**config.mk**
```make
export PLATFORM = sky130hd
export DESIGN_NAME = mc_ctrl_flat
export DESIGN_NICKNAME = d
export VERILOG_FILES = /design/src/rtl/mc_ctrl_if.sv /design/src/rtl/mc_ctrl.sv /design/src/flat_wrapper.sv
export SDC_FILE = /design/constraint.sdc
export NUM_CORES = 1
export LEC_CHECK = 0
export ABC_CLOCK_PERIOD_IN_PS = 1590
export CAP_MARGIN = 20
export CORE_ASPECT_RATIO = 0.9
export CORE_MARGIN = 2
export CORE_UTILIZATION = 45
export CTS_CLUSTER_DIAMETER = 50
export DETAILED_ROUTE_END_ITERATION = 6
export GPL_TIMING_DRIVEN = 0
export HOLD_SLACK_MARGIN = 0.08
export PLACE_DENSITY = 0.86
export SETUP_SLACK_MARGIN = 0.4
export SLEW_MARGIN = 5
export SYNTH_ARGS = -nofsm -noshare
export SYNTH_HDL_FRONTEND = slang
export SYNTH_SLANG_ARGS = --single-unit
```
**constraint.sdc**
```tcl
create_clock -name clk -period 1.59 [get_ports clk]
set_clock_uncertainty 0.15 [all_clocks]
set_input_delay 0.318 -clock clk [delete_from_list [all_inputs] [get_ports clk]]
set_output_delay 0.318 -clock clk [all_outputs]
set_load 0.005 [all_outputs]
```
**src/rtl/mc_ctrl_if.sv**
```systemverilog
// Opcode handshake, status inputs and datapath control outputs of mc_ctrl.
interface mc_ctrl_if #(
    parameter int OPW  = 2,
    parameter int CNTW = 16
);
    logic            op_valid;
    logic [OPW-1:0]  opcode;
    logic            zero;
    logic            mem_ready;
    logic            op_ready;
    logic            RegDst;
    logic            RegWrite;
    logic            ALUSrc;
    logic            Branch;
    logic            MemRead;
    logic            MemWrite;
    logic            MemtoReg;
    logic [1:0]      ALUOp;
    logic            PCWrite;
    logic            done;
    logic            illegal;
    logic            timeout;
    logic [CNTW-1:0] retired;

    modport master (
        output op_valid, opcode, zero, mem_ready,
        input  op_ready, RegDst, RegWrite, ALUSrc, Branch, MemRead, MemWrite,
               MemtoReg, ALUOp, PCWrite, done, illegal, timeout, retired
    );

    modport slave (
        input  op_valid, opcode, zero, mem_ready,
        output op_ready, RegDst, RegWrite, ALUSrc, Branch, MemRead, MemWrite,
               MemtoReg, ALUOp, PCWrite, done, illegal, timeout, retired
    );
endinterface

```
**src/rtl/mc_ctrl.sv**
```systemverilog
// Multi-cycle control unit: IDLE -> EXEC -> (MEM) -> (WB) -> IDLE, with an
// ERR state for rejected opcodes and aborted memory stalls.
// OPW/CNTW must match the parameters of the connected mc_ctrl_if.
module mc_ctrl #(
    parameter int OPW     = 2,
    parameter int TIMEOUT = 15,
    parameter int CNTW    = 16
) (
    input  logic      clk,
    input  logic      rst,
    mc_ctrl_if.slave  bus
);
    typedef enum logic [2:0] {IDLE, EXEC, MEM, WB, ERR} state_t;

    state_t          state, stateNext;
    logic [OPW-1:0]  opQ;
    logic [7:0]      stallCnt;
    logic            prevMem;   // ERR was entered from MEM (timeout path)
    logic [CNTW-1:0] retiredQ;

    logic [7:0] opIn, opQx;
    logic       legalIn;
    logic       isR, isLw, isSw, isBeq, isAddi, isJ;

    logic       opReady, regDst, regWrite, aluSrc, branch;
    logic       memRead, memWrite, memtoReg, pcWrite;
    logic       doneInt, illegalInt, timeoutInt;
    logic [1:0] aluOp;

    // Codes 4/5 cannot be expressed when OPW=2, so "< 6" covers both widths.
    assign opIn    = 8'(bus.opcode);
    assign opQx    = 8'(opQ);
    assign legalIn = (opIn < 8'd6);
    assign isR     = (opQx == 8'd0);
    assign isLw    = (opQx == 8'd1);
    assign isSw    = (opQx == 8'd2);
    assign isBeq   = (opQx == 8'd3);
    assign isAddi  = (opQx == 8'd4);
    assign isJ     = (opQx == 8'd5);

    // State, latched opcode, stall counter and retired counter.
    always_ff @(posedge clk or posedge rst) begin
        if (rst) begin
            state    <= IDLE;
            opQ      <= '0;
            stallCnt <= '0;
            prevMem  <= 1'b0;
            retiredQ <= '0;
        end else begin
            state   <= stateNext;
            prevMem <= (state == MEM);
            if (state == IDLE && bus.op_valid)
                opQ <= bus.opcode;
            // MEM is only entered from EXEC, so the count is zero on entry.
            if (state != MEM)
                stallCnt <= '0;
            else if (!bus.mem_ready)
                stallCnt <= stallCnt + 8'd1;
            if (doneInt)
                retiredQ <= retiredQ + 1'b1;
        end
    end

    // Next state and control decode from state/op_q (plus zero, mem_ready).
    always_comb begin
        stateNext  = state;
        opReady    = 1'b0;
        regDst     = 1'b0;
        regWrite   = 1'b0;
        aluSrc     = 1'b0;
        branch     = 1'b0;
        memRead    = 1'b0;
        memWrite   = 1'b0;
        memtoReg   = 1'b0;
        aluOp      = 2'b00;
        pcWrite    = 1'b0;
        doneInt    = 1'b0;
        illegalInt = 1'b0;
        timeoutInt = 1'b0;
        case (state)
            IDLE: begin
                opReady = 1'b1;
                if (bus.op_valid)
                    stateNext = legalIn ? EXEC : ERR;
            end
            EXEC: begin
                aluSrc = isLw | isSw | isAddi;
                if (isR)        aluOp = 2'b10;
                else if (isBeq) aluOp = 2'b01;
                if (isR || isAddi)
                    stateNext = WB;
                else if (isLw || isSw)
                    stateNext = MEM;
                else begin
                    branch    = isBeq;
                    pcWrite   = isJ | (isBeq & bus.zero);
                    doneInt   = 1'b1;
                    stateNext = IDLE;
                end
            end
            MEM: begin
                aluSrc   = 1'b1;
                memRead  = isLw;
                memWrite = isSw;
                if (bus.mem_ready) begin
                    if (isLw)
                        stateNext = WB;
                    else begin
                        doneInt   = 1'b1;
                        stateNext = IDLE;
                    end
                end else if (stallCnt == 8'(TIMEOUT - 1)) begin
                    stateNext = ERR;
                end
            end
            WB: begin
                regWrite  = 1'b1;
                doneInt   = 1'b1;
                regDst    = isR;
                memtoReg  = isLw;
                stateNext = IDLE;
            end
            ERR: begin
                illegalInt = ~prevMem;
                timeoutInt = prevMem;
                stateNext  = IDLE;
            end
            default: stateNext = IDLE;
        endcase
    end

    assign bus.op_ready = opReady;
    assign bus.RegDst   = regDst;
    assign bus.RegWrite = regWrite;
    assign bus.ALUSrc   = aluSrc;
    assign bus.Branch   = branch;
    assign bus.MemRead  = memRead;
    assign bus.MemWrite = memWrite;
    assign bus.MemtoReg = memtoReg;
    assign bus.ALUOp    = aluOp;
    assign bus.PCWrite  = pcWrite;
    assign bus.done     = doneInt;
    assign bus.illegal  = illegalInt;
    assign bus.timeout  = timeoutInt;
    assign bus.retired  = retiredQ;
endmodule

```
**src/flat_wrapper.sv**
```systemverilog
// flat-port wrapper written by rule: the top's interface ports become plain ports
module mc_ctrl_flat 
#(
    parameter int OPW     = 2,
    parameter int TIMEOUT = 15,
    parameter int CNTW    = 16
)
  (clk, rst, bus_op_valid, bus_opcode, bus_zero, bus_mem_ready, bus_op_ready, bus_RegDst, bus_RegWrite, bus_ALUSrc, bus_Branch, bus_MemRead, bus_MemWrite, bus_MemtoReg, bus_ALUOp, bus_PCWrite, bus_done, bus_illegal, bus_timeout, bus_retired);
  mc_ctrl_if #(.OPW(OPW), .CNTW(CNTW)) bus_i ();
  input  logic clk;
  input  logic rst;
  input wire logic [$bits(bus_i.op_valid)-1:0] bus_op_valid;
  input wire logic [$bits(bus_i.opcode)-1:0] bus_opcode;
  input wire logic [$bits(bus_i.zero)-1:0] bus_zero;
  input wire logic [$bits(bus_i.mem_ready)-1:0] bus_mem_ready;
  output wire logic [$bits(bus_i.op_ready)-1:0] bus_op_ready;
  output wire logic [$bits(bus_i.RegDst)-1:0] bus_RegDst;
  output wire logic [$bits(bus_i.RegWrite)-1:0] bus_RegWrite;
  output wire logic [$bits(bus_i.ALUSrc)-1:0] bus_ALUSrc;
  output wire logic [$bits(bus_i.Branch)-1:0] bus_Branch;
  output wire logic [$bits(bus_i.MemRead)-1:0] bus_MemRead;
  output wire logic [$bits(bus_i.MemWrite)-1:0] bus_MemWrite;
  output wire logic [$bits(bus_i.MemtoReg)-1:0] bus_MemtoReg;
  output wire logic [$bits(bus_i.ALUOp)-1:0] bus_ALUOp;
  output wire logic [$bits(bus_i.PCWrite)-1:0] bus_PCWrite;
  output wire logic [$bits(bus_i.done)-1:0] bus_done;
  output wire logic [$bits(bus_i.illegal)-1:0] bus_illegal;
  output wire logic [$bits(bus_i.timeout)-1:0] bus_timeout;
  output wire logic [$bits(bus_i.retired)-1:0] bus_retired;
  assign bus_i.op_valid = bus_op_valid;
  assign bus_i.opcode = bus_opcode;
  assign bus_i.zero = bus_zero;
  assign bus_i.mem_ready = bus_mem_ready;
  assign bus_op_ready = bus_i.op_ready;
  assign bus_RegDst = bus_i.RegDst;
  assign bus_RegWrite = bus_i.RegWrite;
  assign bus_ALUSrc = bus_i.ALUSrc;
  assign bus_Branch = bus_i.Branch;
  assign bus_MemRead = bus_i.MemRead;
  assign bus_MemWrite = bus_i.MemWrite;
  assign bus_MemtoReg = bus_i.MemtoReg;
  assign bus_ALUOp = bus_i.ALUOp;
  assign bus_PCWrite = bus_i.PCWrite;
  assign bus_done = bus_i.done;
  assign bus_illegal = bus_i.illegal;
  assign bus_timeout = bus_i.timeout;
  assign bus_retired = bus_i.retired;
  mc_ctrl #(.OPW(OPW), .TIMEOUT(TIMEOUT), .CNTW(CNTW)) u_core (.clk(clk), .rst(rst), .bus(bus_i));
endmodule
```
==> qor.yml <==
status: "complete, but fails checks"
violations: "negative setup slack"
maxCapViolations: 0
cts_buffers: 5
routed-via-count: 2008
stdcell_count: 325
syn_to_final_growth_pct: 88.9
p_per_area_nw_per_um2: 1670
core_um2: 3450
wirelength_mm: 7.81
design_area_um2: 3160
overflow: 0
finalHoldViolations: 0
first_iter_violations: 267
reg2reg_from: "u_core.opQ[0]"
post-route-util_pct: 91.4
required_ns: 1.12
power.total_mw: 5.28
diodes: 0
max_freq_ghz: 0.469
finalWorstSetupSlack_ns: -0.543
async_reset_ff_share_pct: 100
yosysMostFrequentCell: "dfrtp_1"
ys_top_cells_by_count: "30 x dfrtp_1, 16 x nand2_1, 16 x nor2_1, 15 x xnor2_1, 12 x nand4_1"
cp_slowest_stage_delay_ns: 0.48
vias_per_cell: 6.18
r2r-end: "u_core.bus.retired[12]"
path_cells: "ha_4 -> nand3b_1 -> a21oi_4 -> buf_2"
remaining_drc_errors: 0
synth.top_cell.area_share_pct: 44.9
htree_levels: 2
synth_area_leaders: "dfrtp_1 45%, xnor2_1 7.9%, ha_1 6.0%, nand4_1 4.5%, xor2_1 3.7%"
cp_num_buf_inv: 1
worstSkewPairLatency_ns: 0.31
r2r_cells: 7
synthDistinctLibCells: 35
start_util_pct: 48.4
cp-startpoint: "u_core.opQ[0]"
yosys_most_used_dff: "dfrtp_1"
place_hpwl_mm: 2.53
yosysWarningCount: 0
slew_viol_final: 0
worstSetupStartpointType: "flop"
syn_inst: 166
root_buffer: "clkbuf_8"
syn_avg_cell_area_um2: 10.1
place_congestion: 0.784
p_leak_nw: 1.45
grt_pass1_vias: 1745
critPathCaptureType: "output port"
dp_cells: 246
syn_nets: 181
period_needed_ns: 2.13
relSlewSlack_pct: 72.3
portBuffers: 35
clkSinkCount: 30
worstSetupPathType: "flop to output port"
synth_edf_count: 0
cts.hold.buffers_added: 0
cpMaxStageDelayCell: "dfrtp_2"
clk_pin_slew_ns: 0.08
peakVddDrop_mv: 1.24
grt_pass1_wl_mm: 8.91
grt_use_total_pct: 30.3
io_pins: 37
clockBufferDepth: 2
num-nets-final: 295
r2r_slack_ns: -0.50
antenna_left: 0
grt_max_degree: 17
cp_top_family: "flip-flops"
dieArea_um2: 4220
syn_area_um2: 1670
placed_area_um2: 2160
worstPathMaxFanout: 5
core.rowCount: 20
ys_seq_area_share_pct: 44.9
setup_viol: 42
synth_seq_cells: 30
drt-pass1-iter-count: 5
nFillCells: 120
layout-drive-gt1-share_pct: 63.0
min_path_type: "primary input to asynchronous set/reset pin"
cts_tree: "yes"
rsz0062_at_grt: "yes"
finalCritPeriodShare_pct: 134
die_y_um: 61.8
wl_per_cell_um: 24.0
tightest_slew_ns: 0.412
die_x_um: 68.2
yosysTopAreaCell: "dfrtp_1"
arrival_ns: 1.67
antenna_found_initial: 0
==> metal layers <==
metal / up-vias / wire length, µm / part of all wire [%] / GRT usage, %
li1: 797 / - / - / -
met2: 174 / 3650 / 47 / 50.8
met4: 0 / 490 / 6.3 / 14.6
met5: - / 0 / 0 / 0
met3: 65 / 718 / 9.2 / 6.85
met1: 972 / 2960 / 38 / 37.5
==> power by group <==
group	total, mW	leakage, nW	switching [mW]	internal, mW
Combinational	3.33	1.00	1.57	1.76
Clock	0.836	0.0585	0.326	0.511
Sequential	1.11	0.394	0.199	0.915
==> sequential cells by signal, indices dropped and copies added (netlist names) <==
register	count
u_core.prevMem	1
u_core.bus.retired	16
u_core.opQ	2
u_core.state	3
u_core.stallCnt	8
==> cell usage in the layout, fill, tap and decap left out, drive strengths merged, types with 2 or more instances in the layout <==
cell           synthesis  layout
a21oi                  3       3
and2                   5       5
and3                   8       8
buf                    3     105
clkbuf                 2       9
clkdlybuf4s50          0       5
dfrtp                 30      30
ha                     8       8
inv                    7       6
mux2                   3       3
nand2                 16      16
nand2b                 2       2
nand3                  7       7
nand4                 12      12
nor2                  17      17
nor2b                  5       5
nor3                   3       3
nor4                   3       3
o21ai                  2       2
xnor2                 15      15
xor2                   7       7
==> worst max path at each step <==
stage                                 end  slack, ns  cells after the start
finish                           bus_done      -0.54                      4
global route                     bus_done      -0.55                      4
CTS                           bus_PCWrite      -0.38                      6
detailed placement               bus_done      -0.69                      5
global placement                 bus_done      -0.66                      5
floorplan           u_core.bus.retired[1]      -0.11                      5
==> stage by stage <==
stage	worst slack, ns	setup TNS (ns)	hold WS [ns]
3_3_place_gp	-0.656	-14.49	0.314
5_1_grt	-0.552	-14.40	0.212
3_5_place_dp	-0.686	-7.14	0.327
6_report	-0.543	-13.57	0.199
4_1_cts	-0.385	-6.33	0.179
2_1_floorplan	-0.113	-0.449	0.259
==> cell type report <==
type | count | area (µm²) | share of cell area, %
plain buffers | 5 | 62.6 | 1.98
clock buffers | 7 | 86.3 | 2.74
clock inverters | 1 | 30.0 | 0.952
inverters | 7 | 32.5 | 1.03
multi-input cells | 124 | 1190 | 37.7
flip-flops and latches | 30 | 758 | 24.0
well taps | 44 | 55.1 | 1.74
repair buffers | 107 | 942 | 29.9
==> kinds of logic after synthesis <==
family	synth area share (%)
simple gates	28.1
flops	44.9
xor+xnor	11.5
buf+inv	3.22
compound gates	3.60
fa+ha+maj	5.99
mux	2.62
==> worst register-to-register path: stages, from the launching register on <==
cell and delay [ns]:
dfrtp_2 0.48, ha_4 0.19, nand3b_1 0.27, a21oi_4 0.27, buf_4 0.15, buf_8 0.12
nand4_1 0.12, xnor2_1 0.23
==> what timing repair did <==
action	CTS	global route
endpoints found under the hold margin	0	0
gates resized for setup	160	71
pin swaps	20	26
endpoints found under the setup margin	59	75
setup buffers	47	24
gates cloned	0	0
No activity file was read; power rests on OpenSTA's default activity.
